==> src/rtl/pcs_pkg.sv <==
// Shared 10GBASE-R PCS constants for the scrambler/descrambler pair.
// Polynomial G(x) = 1 + x^39 + x^58. Taps index the 58-bit state where
// bit 0 holds the most recently shifted-in line bit.
package pcs_pkg;

  localparam int unsigned LFSR_WIDTH     = 58;
  localparam int unsigned TAP_A          = 38;
  localparam int unsigned TAP_B          = 57;
  localparam int unsigned SYNC_BITS      = 58;
  localparam int unsigned SYNC_CNT_WIDTH = 7;

  typedef logic [LFSR_WIDTH-1:0] lfsr_t;

  localparam lfsr_t LFSR_INIT = '1;

endpackage

==> src/rtl/pcs_skid_buffer.sv <==
// Output register plus one skid register with a registered upstream ready.
// Ports:
//   i_clk, i_reset_n       clock, async active-low reset
//   i_data/i_valid/o_ready upstream handshake (o_ready == NOT skid full)
//   o_data/o_valid/i_ready downstream handshake, o_data held while stalled
module pcs_skid_buffer #(
  parameter int unsigned WIDTH = 32
) (
  input  logic             i_clk,
  input  logic             i_reset_n,
  input  logic [WIDTH-1:0] i_data,
  input  logic             i_valid,
  output logic             o_ready,
  output logic [WIDTH-1:0] o_data,
  output logic             o_valid,
  input  logic             i_ready
);

  logic [WIDTH-1:0] skid_q;
  logic [WIDTH-1:0] skid_d;
  logic             skid_full_q;
  logic             skid_full_d;
  logic [WIDTH-1:0] out_d;
  logic             out_valid_d;
  logic             accept;
  logic             out_free;

  assign accept   = i_valid & o_ready;
  assign out_free = ~o_valid | i_ready;

  // Next-state: the skid word always drains first so order is preserved.
  always_comb begin
    skid_d      = skid_q;
    skid_full_d = skid_full_q;
    out_d       = o_data;
    out_valid_d = o_valid;
    if (out_free) begin
      if (skid_full_q) begin
        out_d       = skid_q;
        out_valid_d = 1'b1;
        skid_full_d = 1'b0;
      end else if (accept) begin
        out_d       = i_data;
        out_valid_d = 1'b1;
      end else begin
        out_valid_d = 1'b0;
      end
    end else if (accept) begin
      skid_d      = i_data;
      skid_full_d = 1'b1;
    end
  end

  // State registers.
  always_ff @(posedge i_clk or negedge i_reset_n) begin
    if (!i_reset_n) begin
      skid_q      <= '0;
      skid_full_q <= 1'b0;
      o_data      <= '0;
      o_valid     <= 1'b0;
      o_ready     <= 1'b1;
    end else begin
      skid_q      <= skid_d;
      skid_full_q <= skid_full_d;
      o_data      <= out_d;
      o_valid     <= out_valid_d;
      o_ready     <= ~skid_full_d;
    end
  end

endmodule

==> src/rtl/descrambler.sv <==
// 10GBASE-R receive self-synchronizing descrambler, G(x) = 1 + x^39 + x^58.
// Ports:
//   i_clk, i_reset_n                       clock, async active-low reset
//   i_rx_data/i_rx_data_valid/o_rx_trdy    scrambled words from block sync
//   i_block_lock                           block-sync lock status
//   o_tx_data/o_tx_data_valid/i_tx_trdy    descrambled words to the decoder
//   o_sync_ok                              LFSR filled with >= 58 bits since lock
//   i_bypass                               only with DESCRAMBLER_BYPASS_EN:
//                                          pass words unmodified
// Optional feature macro: DESCRAMBLER_BYPASS_EN.
module descrambler
  import pcs_pkg::*;
#(
  parameter int unsigned DATA_WIDTH = 32
) (
  input  logic                  i_clk,
  input  logic                  i_reset_n,
  input  logic [DATA_WIDTH-1:0] i_rx_data,
  input  logic                  i_rx_data_valid,
  output logic                  o_rx_trdy,
  input  logic                  i_block_lock,
  output logic [DATA_WIDTH-1:0] o_tx_data,
  output logic                  o_tx_data_valid,
  input  logic                  i_tx_trdy,
  output logic                  o_sync_ok
`ifdef DESCRAMBLER_BYPASS_EN
  ,
  input  logic                  i_bypass
`endif
);

  localparam int unsigned SUM_WIDTH = SYNC_CNT_WIDTH + 1;
  localparam logic [SUM_WIDTH-1:0] SYNC_STEP = SUM_WIDTH'(DATA_WIDTH);
  localparam logic [SUM_WIDTH-1:0] SYNC_MAX  = SUM_WIDTH'(SYNC_BITS);

  logic                      accept;
  lfsr_t                     lfsr_q;
  lfsr_t                     lfsr_d;
  lfsr_t                     lfsr_walk;
  logic [DATA_WIDTH-1:0]     desc_data;
  logic [DATA_WIDTH-1:0]     payload;
  logic [SYNC_CNT_WIDTH-1:0] sync_cnt_q;
  logic [SYNC_CNT_WIDTH-1:0] sync_cnt_d;
  logic [SUM_WIDTH-1:0]      sync_sum;
  logic                      sync_ok_d;

  assign accept = i_rx_data_valid & o_rx_trdy;

  // Serial descramble unrolled over the word; the state shifts in the
  // scrambled line bit, which is what makes the receiver self-synchronizing.
  always_comb begin
    lfsr_walk = lfsr_q;
    desc_data = '0;
    for (int unsigned i = 0; i < DATA_WIDTH; i++) begin
      desc_data[i] = i_rx_data[i] ^ lfsr_walk[TAP_A] ^ lfsr_walk[TAP_B];
      lfsr_walk    = {lfsr_walk[LFSR_WIDTH-2:0], i_rx_data[i]};
    end
    lfsr_d = accept ? lfsr_walk : lfsr_q;
  end

  // Word handed to the pipeline.
  always_comb begin
`ifdef DESCRAMBLER_BYPASS_EN
    payload = i_bypass ? i_rx_data : desc_data;
`else
    payload = desc_data;
`endif
  end

  // Sync qualification: loss of lock clears, otherwise count accepted bits.
  always_comb begin
    sync_sum   = {1'b0, sync_cnt_q} + SYNC_STEP;
    sync_cnt_d = sync_cnt_q;
    if (!i_block_lock) begin
      sync_cnt_d = '0;
    end else if (accept) begin
      sync_cnt_d = (sync_sum >= SYNC_MAX) ? SYNC_CNT_WIDTH'(SYNC_BITS)
                                          : SYNC_CNT_WIDTH'(sync_sum);
    end
    sync_ok_d = (sync_cnt_d == SYNC_CNT_WIDTH'(SYNC_BITS));
  end

  // State registers.
  always_ff @(posedge i_clk or negedge i_reset_n) begin
    if (!i_reset_n) begin
      lfsr_q     <= LFSR_INIT;
      sync_cnt_q <= '0;
      o_sync_ok  <= 1'b0;
    end else begin
      lfsr_q     <= lfsr_d;
      sync_cnt_q <= sync_cnt_d;
      o_sync_ok  <= sync_ok_d;
    end
  end

  pcs_skid_buffer #(
    .WIDTH (DATA_WIDTH)
  ) u_skid (
    .i_clk     (i_clk),
    .i_reset_n (i_reset_n),
    .i_data    (payload),
    .i_valid   (i_rx_data_valid),
    .o_ready   (o_rx_trdy),
    .o_data    (o_tx_data),
    .o_valid   (o_tx_data_valid),
    .i_ready   (i_tx_trdy)
  );

endmodule

==> config.mk <==
export PLATFORM = sky130hd
export DESIGN_NAME = descrambler
export DESIGN_NICKNAME = d
export VERILOG_FILES = /design/src/rtl/pcs_pkg.sv /design/src/rtl/pcs_skid_buffer.sv /design/src/rtl/descrambler.sv
export SDC_FILE = /design/constraint.sdc
export NUM_CORES = 1
export LEC_CHECK = 0
export ABC_AREA = 0
export BUFFER_PORTS_ARGS = -buffer_cell sky130_fd_sc_hd__clkbuf_2
export CORE_MARGIN = 2
export CORE_UTILIZATION = 59
export CTS_BUF_LIST = sky130_fd_sc_hd__clkbuf_16
export DETAILED_ROUTE_END_ITERATION = 10
export PLACE_DENSITY = 0.82
export SETUP_SLACK_MARGIN = 0.1
export SYNTH_ARGS = -nofsm -noshare
export SYNTH_HDL_FRONTEND = slang
export SYNTH_HIERARCHICAL = 1
export SYNTH_SLANG_ARGS = --single-unit
==> constraint.sdc <==
create_clock -name i_clk -period 1.82 [get_ports i_clk]
set_input_delay 0.182 -clock i_clk [delete_from_list [all_inputs] [get_ports i_clk]]
set_output_delay 0.182 -clock i_clk [all_outputs]
set_load 0.05 [all_outputs]
==> out/results.ini <==
[status]
result_of_the_run=complete, no violations

[power_and_ir_drop]
combinationalPowerShare=0.374
clkPwrFrac=0.237
ir_worst_vdd_v=0.00117
power_switching_share=0.346
netSwitchingPower_mw=4.33
share_seq_of_total_power=0.390
powerDensity_nw_per_um2=1670
total_power_mw=12.5
p_int_mw=8.18
leakage_nw=3.39

[floorplanning]
boundaryPins=72
die_width_um=109
core_area_um2=10700
start_util=0.601
dieArea_um2=11800
fp.dieH_um=109
floorplan.rows=38

[layout]
nets=530
area.growth.synth_to_final_pct=16.2
diodes=0
fillCellCount=759
finish.utilization=0.699
layoutNonFillerInstCount=644
final_area_um2=7510
post_route_cells_drive_above_1_share=0.639

[clock_tree]
worst_setup_hold_path_clk_slew_ns=0.05
numCtsBuffers=17
ctsRootBufferMaster=clkbuf_16
cts_num_sinks=133
clock_insertion_delay_worst_skew_ns=0.41
htree_num_levels=4
cts_buffer_depth=2
cts.repair.resized=0
tritoncts=built

[sta]
relSlewSlack=0.674
timing.final.crit_share=0.866
report.final.hold_viol_count=0
final-max-slew-violation-count=0
setup_repair_after_global_routing_missed_its_margin=false
final-setup-viol-count=0
tns_ns=0
fmax_ghz=0.635
fin_skew_ns=0.00480
worst_slew_pin_slew_ns=0.489
finalCriticalPeriod_ns=1.58

[logic_synthesis]
synthesis.nets=445
yosysTopAreaCellShare=0.287
synth_cell_types=26
synth_ff_type=dfrtp_1
synth_seq_area_share=0.527
synth.ff_latch_count=133
syn_inst=406
synth_edf_count=0
yosysWarningCount=6
postSynth.asyncResetShare=1.00
synthMostInstantiatedCell=mux2_4
syn_avg_cell_area_um2=15.9
post_synth_instance_area_um2=6460
synth_area_leaders=dfrtp_1, dfstp_2, mux2_4
yosys-top-cells-count=mux2_4, dfrtp_1, mux2_2
synth_top_area_cell=dfrtp_1

[min_path]
worst_hold_path.endpoint=lfsr_q[0]
hold_path_depth=2
hold_start=i_rx_data[31]
min-delay-path-class=primary input to flop

[place]
gpl.final_weighted_congestion=0.766
dpl_cell_area_um2=6980
dp.cells=611
port-buffer-count=71
detailedPlacementHpwl_um=8190

[global_route]
grt_first_pass_wirelength_um=19300
antenna_violations_before_repair=0
grt_start_max_net_pins=44
grt-ovfl-total=0
first_global_vias=3729
grt.total_usage=0.221

[routing]
routedWlPerCell_um=18.2
routed_via_density=5.28
drt.antenna.violating_nets=0
detailroute.via_count=3403
detailedRoute.firstIterationViolations=112
wl_final_um=11700
drt_pre_antenna_iters=4
drc_errors=0

[setup_path]
cp_max_fo=25
worstReg2RegEnd=u_skid/o_data[11]
cp.required_ns=2.11
r2r_cells=4
r2r_start=u_skid/o_ready
criticalPathCategory=flop to flop
critical_path.endpoint_type=flop
cp.arrival_ns=1.87
r2r_setup_slack_ns=0.24
crit_path_start_kind=flop

[flow_run]
timing.max_cap.violations=0

-- cells in the final DEF, fill, tap and decap left out, types with 2 or more instances in the layout --
master / n
a21oi_1: 3
mux2_4: 83
nand2b_1: 2
clkinv_2: 3
dfrtp_1: 74
mux2_2: 71
ha_1: 2
nand4_1: 2
o21a_1: 5
buf_4: 4
clkbuf_16: 17
clkinv_1: 5
dfstp_2: 59
nor2_1: 5
nand2_1: 5
clkbuf_2: 70
buf_12: 8
inv_1: 9
xnor2_1: 64
-- per-stage QoR --
stage                     hold slack [ns]  setup slack [ns]
after detailed placement            0.178             0.265
final                              0.0381             0.245
after CTS                          0.0220             0.244
after floorplan                    -0.114             0.166
after global placement              0.171             0.309
after global routing               0.0202             0.201
-- worst max-delay path by stage --
stage | depth (start not counted) | slack [ns] | to | from
final | 4 | 0.24 | u_skid/o_data[11] | u_skid/o_ready
after global routing | 4 | 0.20 | u_skid/o_data[11] | u_skid/o_ready
after CTS | 4 | 0.24 | u_skid/o_data[11] | u_skid/o_ready
after detailed placement | 4 | 0.27 | u_skid/o_data[11] | u_skid/o_ready
after global placement | 4 | 0.31 | u_skid/o_data[1] | u_skid/o_ready
after floorplan | 4 | 0.17 | u_skid/o_data[22] | u_skid/o_ready
-- area by class of cell --
class / count / area (µm²) / share of cell area
multi-input combinational: 253 / 2860 / 0.380
inverter: 3 / 11.3 / 0.00150
timing repair buffer: 83 / 551 / 0.0733
sequential: 133 / 3400 / 0.453
clock buffer: 17 / 425 / 0.0567
tap: 140 / 175 / 0.0233
clock inverter: 15 / 86.3 / 0.0115
-- sequential cells by signal (all words and copies together), names as in the netlist --
name / flops
o_sync_ok: 1
sync_cnt_q: 7
u_skid/o_ready: 1
lfsr_q: 58
u_skid/o_data: 32
u_skid/o_valid: 1
u_skid/skid_full_q: 1
u_skid/skid_q: 32
-- power groups by stage --
stage	sequential, mW	clock (mW)	combinational (mW)
after floorplan	6.00	0	2.50
after global placement	4.85	0	4.58
after detailed placement	4.90	0	4.70
after CTS	4.88	3.04	4.73
after global routing	5.00	3.19	4.96
final	4.87	2.96	4.67
-- layer usage --
layer / up-vias / wire (µm) / share of wire / GRT usage
li1: 1579 / - / - / -
met1: 1744 / 5270 / 0.45 / 0.278
met2: 68 / 5790 / 0.49 / 0.358
met3: 12 / 475 / 0.041 / 0.0753
met4: 0 / 167 / 0.014 / 0.0742
met5: - / 0 / 0 / 0
-- cell families (layout without fill, tap and decap cells) --
kind of cell	Yosys count	count (layout)	share of synthesized area
flip-flops	133	133	0.527
multiplexers	154	154	0.317
AO/OA/AOI/OAI	11	11	0.0126
AND/OR/NAND/NOR	22	22	0.0209
XOR/XNOR	64	64	0.0868
buffers and inverters	20	118	0.0322
adder cells (fa/ha/maj)	2	2	0.00387
-- repair_timing --
| item | 4_1_cts | 5_1_grt |
|---|---|---|
| endpoints found under the hold margin | 19 | 0 |
| buffers inserted | 0 | 0 |
| hold buffers | 1 | 0 |
-- critical path: stages (launching register included) --
cell and delay, ns:
dfstp_2 0.63, a21oi_4 0.09, nor2_4 0.15, buf_12 0.21, mux2_2 0.36
No activity file was read; power rests on OpenSTA's default activity.
